File: src/rtl/fp_add_result_queue.sv
// rtl/fp_add_result_queue.sv - FIFO for recoded-float adder results with tag and sticky exception flags
module fp_add_result_queue #(
  parameter int EXP_WIDTH = 8,
  parameter int SIG_WIDTH = 24,
  parameter int TAG_W     = 4,
  parameter int DEPTH     = 4,
  localparam int DATA_W   = EXP_WIDTH + SIG_WIDTH + 1,
  localparam int CNT_W    = $clog2(DEPTH + 1)
) (
  input  logic              clk,
  input  logic              rst_n,
  input  logic              in_valid,
  output logic              in_ready,
  input  logic [DATA_W-1:0] in_result,
  input  logic [4:0]        in_flags,
  input  logic [TAG_W-1:0]  in_tag,
  output logic              out_valid,
  input  logic              out_ready,
  output logic [DATA_W-1:0] out_result,
  output logic [4:0]        out_flags,
  output logic [TAG_W-1:0]  out_tag,
  input  logic              flags_clr,
  output logic [4:0]        sticky_flags,
  output logic [CNT_W-1:0]  count
);

  localparam int PTR_W = $clog2(DEPTH);

  logic [DATA_W-1:0] mem_result [DEPTH];
  logic [4:0]        mem_flags  [DEPTH];
  logic [TAG_W-1:0]  mem_tag    [DEPTH];
  logic [PTR_W-1:0]  wr_ptr;
  logic [PTR_W-1:0]  rd_ptr;
  logic              push;
  logic              pop;

  // Ready/valid come from occupancy only, so there is no combinational path from out_ready to in_ready.
  assign in_ready  = (count != CNT_W'(DEPTH));
  assign out_valid = (count != '0);
  assign push      = in_valid & in_ready;
  assign pop       = out_valid & out_ready;

  assign out_result = mem_result[rd_ptr];
  assign out_flags  = mem_flags[rd_ptr];
  assign out_tag    = mem_tag[rd_ptr];

  always_ff @(posedge clk or negedge rst_n) begin
    if (!rst_n) begin
      wr_ptr <= '0;
      rd_ptr <= '0;
      count  <= '0;
      for (int i = 0; i < DEPTH; i++) begin
        mem_result[i] <= '0;
        mem_flags[i]  <= '0;
        mem_tag[i]    <= '0;
      end
    end else begin
      if (push) begin
        mem_result[wr_ptr] <= in_result;
        mem_flags[wr_ptr]  <= in_flags;
        mem_tag[wr_ptr]    <= in_tag;
        wr_ptr             <= wr_ptr + PTR_W'(1);
      end
      if (pop) begin
        rd_ptr <= rd_ptr + PTR_W'(1);
      end
      if (push && !pop) begin
        count <= count + CNT_W'(1);
      end else if (pop && !push) begin
        count <= count - CNT_W'(1);
      end
    end
  end

  // A clear wipes history only; flags of an entry accepted in the same cycle survive it.
  always_ff @(posedge clk or negedge rst_n) begin
    if (!rst_n) begin
      sticky_flags <= '0;
    end else if (flags_clr) begin
      sticky_flags <= push ? in_flags : 5'b0;
    end else if (push) begin
      sticky_flags <= sticky_flags | in_flags;
    end
  end

endmodule

File: config.mk
export PLATFORM = sky130hd
export DESIGN_NAME = fp_add_result_queue
export DESIGN_NICKNAME = d
export VERILOG_FILES = /design/src/rtl/fp_add_result_queue.sv
export SDC_FILE = /design/constraint.sdc
export NUM_CORES = 1
export LEC_CHECK = 0
export CORE_ASPECT_RATIO = 1.2
export CORE_MARGIN = 2
export CORE_UTILIZATION = 45
export CTS_BUF_LIST = sky130_fd_sc_hd__clkbuf_8
export DETAILED_ROUTE_END_ITERATION = 10
export GPL_TIMING_DRIVEN = 0
export PLACE_DENSITY = 0.66
export SLEW_MARGIN = 40
export SYNTH_ARGS = -nofsm -noshare
export SYNTH_HDL_FRONTEND = slang
export SYNTH_SLANG_ARGS = --single-unit
File: constraint.sdc
create_clock -name clk -period 3.1 [get_ports clk]
set_input_delay 0.775 -clock clk [delete_from_list [all_inputs] [get_ports clk]]
set_output_delay 0.775 -clock clk [all_outputs]
set_load 0.1 [all_outputs]
==> flow_summary.yaml, run 1 <==
clock_network:
  cts_max_path_buffers: 2
  insertion_delay_of_the_later_clocked_pin_in_the_worst_skew_pair_ns: 0.46
  tritoncts: "yes"
  cts_setup_buffers: 0
  htreeDepth: 4
  hold_fix_buffers_cts: 0
  cts_inserted_buffers: 17
  cts_root_buf: "sky130_fd_sc_hd__clkbuf_8"
  clock_sinks: 180
  clk_pin_slew_worst_paths_ns: 0.10
global_route:
  wire_length_of_the_first_global_routing_pass_mm: 28.8
  overflow: 0
  grt_pass1_vias: 5071
  grt_max_degree: 78
  antenna_found_initial: 0
  grt.total_usage: 0.187
placement:
  gp_congestion: 0.741
  place_ws_ns: 0.213
  place.port_buffers: 98
  place_hpwl_mm: 11.5
sta:
  setup_slack_after_layout_ns: 0.108
  fin_crit_sh: 0.965
  grt_setup_unrepaired: "true"
  slew_viol_final: 0
  report.final.hold_viol_count: 0
  timing.fmax_ghz: 0.334
  worst_slew_pin_slew_ns: 0.513
  max-slew-margin-rel: 0.660
  finalSetupViolations: 0
  clock_skew_ns: 0.0135
  period_minus_slack_ns: 2.99
critical_path:
  criticalPathCategory: "flop to output port"
  worst_setup_path_end_kind: "output port"
  crit_path_cell_trace: "buf_2 > buf_4 > mux4_2 > buf_2"
  crit_fanout: 10
  setup.worst_path.start: "rd_ptr[0]$_DFFE_PN0P_"
  timing.critical_path.arrival_ns: 2.22
  worst_path_max_delay_cell: "sky130_fd_sc_hd__mux4_2"
  worstPathBufferInverterCount: 3
  critical_path.top_delay_family: "buffers and inverters"
  critPathRequiredTime_ns: 2.32
  worst_path_largest_cell_delay_ns: 0.54
  critPathLaunchType: "flop"
  crit_reg_reg_startpoint: "count[1]$_DFFE_PN0P_"
  worst_path_most_repeated_cell: "sky130_fd_sc_hd__buf_2"
floorplanning:
  die_y_um: 156
  floorplan.die.width_um: 131
  die_area_um2: 20400
  core_region_area_um2: 18900
  ios: 99
  start_util: 0.459
  placement_rows: 55
finish:
  filler_cell_count: 1544
  diodes: 0
  layout_common_cells: "180 x sky130_fd_sc_hd__dfrtp_1, 160 x sky130_fd_sc_hd__mux2_4, 45 x sky130_fd_sc_hd__clkdlybuf4s50_1"
  final_nets: 626
  area_delta_synth_final_pct: 18.1
  final_common_cell: "sky130_fd_sc_hd__dfrtp_1"
  fraction_of_final_layout_cells_with_drive_strength_greater_than_1: 0.575
drt:
  post-route-drc-count: 0
  viasPerCell: 5.15
  detailed_route_via_count: 4334
  detailedRoute.firstIterationViolations: 218
  post_drt_wl_per_cell_um: 20.7
  detail_route.first_pass.iterations: 4
  routed_wirelength_mm: 17.4
  drtAntennaViolNets: 0
worst_hold_path:
  hold_path.class: "input port to asynchronous set/reset pin"
logic_synthesis:
  synth.net_count: 507
  post_synth_instance_area_um2: 8660
  syn-mean-instance-area_um2: 19.1
  yosysWarnings: 0
  synth.distinct_cells: 21
  seq_area_frac_synth: 0.520
  syn-instance-count: 454
  postSynthRegisterBits: 180
run:
  maxCapViolCount: 0
outcome:
  outcome: "complete, no violations"
layer usage:
| layer | GRT usage | wire, um | vias to the layer above |
|---|---|---|---|
| met3 | 0.0439 | 698 | 13 |
| met1 | 0.261 | 7740 | 2325 |
| met2 | 0.297 | 8850 | 88 |
| met5 | 0 | 0 | - |
| li1 | - | - | 1908 |
| met4 | 0.0466 | 154 | 0 |
area by class of cell:
cell class / count / area (um^2) / share of cell area
clock inverter: 15 / 164 / 0.0160
tap: 256 / 320 / 0.0313
inverter: 4 / 15.0 / 0.00147
clock buffer: 17 / 234 / 0.0229
multi-input combinational: 239 / 3720 / 0.364
buffer: 31 / 433 / 0.0423
sequential: 180 / 4500 / 0.441
timing repair buffer: 100 / 831 / 0.0813
synth_stat cells (all sizes together):
cell type	instances	area share
a22o	5	0.0051
and2	1	0.00087
and3	4	0.0052
buf	26	0.046
clkbuf	5	0.0022
dfrtp	180	0.52
fa	1	0.0023
ha	5	0.0072
inv	4	0.0017
mux2	170	0.29
mux4	42	0.11
nand2	1	0.00043
nand3	1	0.00058
nor2	1	0.00043
or3	1	0.00087
or3b	1	0.0013
xnor2	4	0.0040
xor2	2	0.0020
what timing repair did:
item                                    CTS  global route
pin swaps                                 0             0
resized for setup                        12            21
endpoints found under the setup margin   39            28
through the flow:
step | util | hold WS (ns) | cells | area [um^2] | TNS (ns)
2_1_floorplan | - | 0.475 | 454 | 8660 | 0
3_3_place_gp | 0.528 | 0.484 | 808 | 9960 | -1052.08
3_5_place_dp | 0.518 | 0.485 | 810 | 9760 | 0
4_1_cts | 0.540 | 0.123 | 842 | 10200 | 0
5_1_grt | 0.542 | 0.130 | 842 | 10200 | -0.159
6_report | 0.542 | 0.150 | 842 | 10200 | 0
final timing paths:
check                                              to  slack [ns]  cells past startpoint
setup / recovery                       out_result[11]        0.11                      4
min in group clk           mem_result[12]$_DFFE_PN0P_        0.51                      1
setup reg to reg                 count[1]$_DFFE_PN0P_        0.72                      7
max in group asynchronous      mem_tag[7]$_DFFE_PN0P_        1.89                      3
hold reg to reg            mem_result[12]$_DFFE_PN0P_        0.51                      1
hold / removal             mem_result[37]$_DFFE_PN0P_        0.15                      1
sequential cells by signal (all words and copies together), names as in the netlist:
register	count
mem_result	132
mem_flags	20
rd_ptr	2
wr_ptr	2
count	3
mem_tag	16
sticky_flags	5
logic make-up (layout without fill, tap and decap cells):
logic type	count (synthesis)	in the layout	share of synthesized area
AND/OR/NAND/NOR	10	10	0.00968
multiplexers	212	212	0.400
buffers and inverters	35	167	0.0496
AO/OA/AOI/OAI	5	5	0.00506
flip-flops	180	180	0.520
XOR/XNOR	6	6	0.00607
adder cells (fa/ha/maj)	6	6	0.00954
Power of run 1 is not shown: default switching activity piles up to over one toggle a cycle in this logic, so the estimate is an artifact.
==> inputs of run 2 (changes only) <==
Settings changed: HOLD_SLACK_MARGIN set to 0.1.
==> results of run 2 <==
Same layout as run 1: the final DEF is identical, and so are final timing and power.
Power of run 2 is left out for the same reason.
==> inputs of run 3 (changes only) <==
Settings changed: CTS_BUF_LIST sky130_fd_sc_hd__clkbuf_8 to sky130_fd_sc_hd__clkbuf_16.
==> flow_summary.yaml, run 3 (same netlist as run 1, synthesis figures left out) <==
global_route:
  grt_max_degree: 78
  globalRouteMet3Util: 0.0429
  wire_length_of_the_first_global_routing_pass_mm: 28.9
  grt-busiest-layer: "met2"
  grt_pass1_vias: 5076
  grt.total_usage: 0.188
  grt.met1_usage: 0.262
  antenna_found_initial: 0
  overflow: 0
  met2_usage: 0.298
floorplanning:
  placement_rows: 55
  core_region_area_um2: 18900
  die_y_um: 156
  start_util: 0.459
  floorplan.die.width_um: 131
  die_area_um2: 20400
  ios: 99
placement:
  place_hpwl_mm: 11.5
  place_ws_ns: 0.213
  dp_cells: 810
  placed_area_um2: 9760
  place.port_buffers: 98
  gp_congestion: 0.741
clock_network:
  clk_pin_slew_worst_paths_ns: 0.07
  clock_sinks: 180
  cts_max_path_buffers: 2
  hold_fix_buffers_cts: 0
  htreeDepth: 4
  tritoncts: "yes"
  cts_inserted_buffers: 17
  cts_root_buf: "sky130_fd_sc_hd__clkbuf_16"
  insertion_delay_of_the_later_clocked_pin_in_the_worst_skew_pair_ns: 0.43
finish:
  final_nets: 626
  fraction_of_final_layout_cells_with_drive_strength_greater_than_1: 0.573
  largest-register: "mem_result"
  area_delta_synth_final_pct: 19.7
  diodes: 0
  layout_common_cells: "180 x sky130_fd_sc_hd__dfrtp_1, 160 x sky130_fd_sc_hd__mux2_4, 54 x sky130_fd_sc_hd__buf_2"
  final_common_cell: "sky130_fd_sc_hd__dfrtp_1"
  largestRegisters: "mem_result (132), mem_flags (20), mem_tag (16)"
  final_area_um2: 10400
  layoutNonFillerInstCount: 842
  filler_cell_count: 1520
  number_of_flip_flops_in_the_largest_register: 132
critical_path:
  critPathLaunchType: "flop"
  crit_fanout: 10
  timing.critical_path.arrival_ns: 2.20
  worst_path_most_repeated_cell: "sky130_fd_sc_hd__buf_2"
  critPathRequiredTime_ns: 2.32
  worst_path_max_delay_cell: "sky130_fd_sc_hd__mux4_2"
  worst_setup_path_end_kind: "output port"
  criticalPathCategory: "flop to output port"
  worst_path_largest_cell_delay_ns: 0.56
  crit_path_cell_trace: "buf_2 > buf_4 > mux4_2 > buf_2"
worst_hold_path:
  hold_path.class: "input port to asynchronous set/reset pin"
sta:
  grt_setup_unrepaired: "false"
  timing.fmax_ghz: 0.337
  period_minus_slack_ns: 2.97
  fin_crit_sh: 0.958
  max-slew-margin-rel: 0.660
  slew_viol_final: 0
  setup_slack_after_layout_ns: 0.130
  finalSetupViolations: 0
  worst_slew_pin_slew_ns: 0.513
  report.final.hold_viol_count: 0
  clock_skew_ns: 0.00818
drt:
  detailedRoute.firstIterationViolations: 210
  post_drt_wl_per_cell_um: 20.8
  drtAntennaViolNets: 0
  post-route-drc-count: 0
  detailed_route_via_count: 4300
  viasPerCell: 5.11
  detail_route.first_pass.iterations: 4
  routed_wirelength_mm: 17.5
outcome:
  outcome: "complete, no violations"
run:
  maxCapViolCount: 0
==> run 3: metal layers <==
layer	share of wire	routed length (um)	vias to the layer above
met2	0.50	8770	76
met1	0.45	7880	2300
met4	0.011	199	0
met5	0	0	-
li1	-	-	1908
met3	0.037	644	16
==> run 3: through the flow <==
step	util	setup TNS (ns)	hold slack, ns
final	0.550	0	0.187
after global routing	0.550	0	0.184
after CTS	0.550	0	0.178
after detailed placement	0.518	0	0.485
after global placement	0.528	-1052.08	0.484
after floorplan	-	0	0.475
==> run 3: area by class of cell <==
type / count / area [um^2] / share of cell area
well taps: 256 / 320 / 0.0309
flip-flops and latches: 180 / 4500 / 0.435
clock inverters: 15 / 164 / 0.0158
multi-input cells: 239 / 3720 / 0.359
repair buffers: 100 / 783 / 0.0756
plain buffers: 31 / 429 / 0.0414
inverters: 4 / 15.0 / 0.00145
clock buffers: 17 / 425 / 0.0410
==> run 3: path summary, 6_finish.rpt <==
check	from	to	slack [ns]	cells after the start
setup / recovery	rd_ptr[0]$_DFFE_PN0P_	out_result[16]	0.13	4
hold / removal	rst_n	mem_result[37]$_DFFE_PN0P_	0.19	1
setup reg to reg	count[1]$_DFFE_PN0P_	count[1]$_DFFE_PN0P_	0.72	7
hold reg to reg	mem_result[10]$_DFFE_PN0P_	mem_result[10]$_DFFE_PN0P_	0.51	1
max in group asynchronous	rst_n	mem_tag[0]$_DFFE_PN0P_	1.85	3
min in group clk	mem_result[10]$_DFFE_PN0P_	mem_result[10]$_DFFE_PN0P_	0.51	1
==> run 3: what timing repair did <==
item                                    4_1_cts  5_1_grt
endpoints found under the setup margin       39        2
pin swaps                                     0        0
hold endpoints to repair                      0        0
setup buffers                                 0        0
gates resized for setup                       8        2
gates cloned                                  0        0
==> run 3: critical path: cells and delay by family (launching register included) <==
kind	cells	cell delay, ns
DFF	1	0.32
buffers and inverters	3	0.88
muxes	1	0.56
Power of run 3 is left out for the same reason.
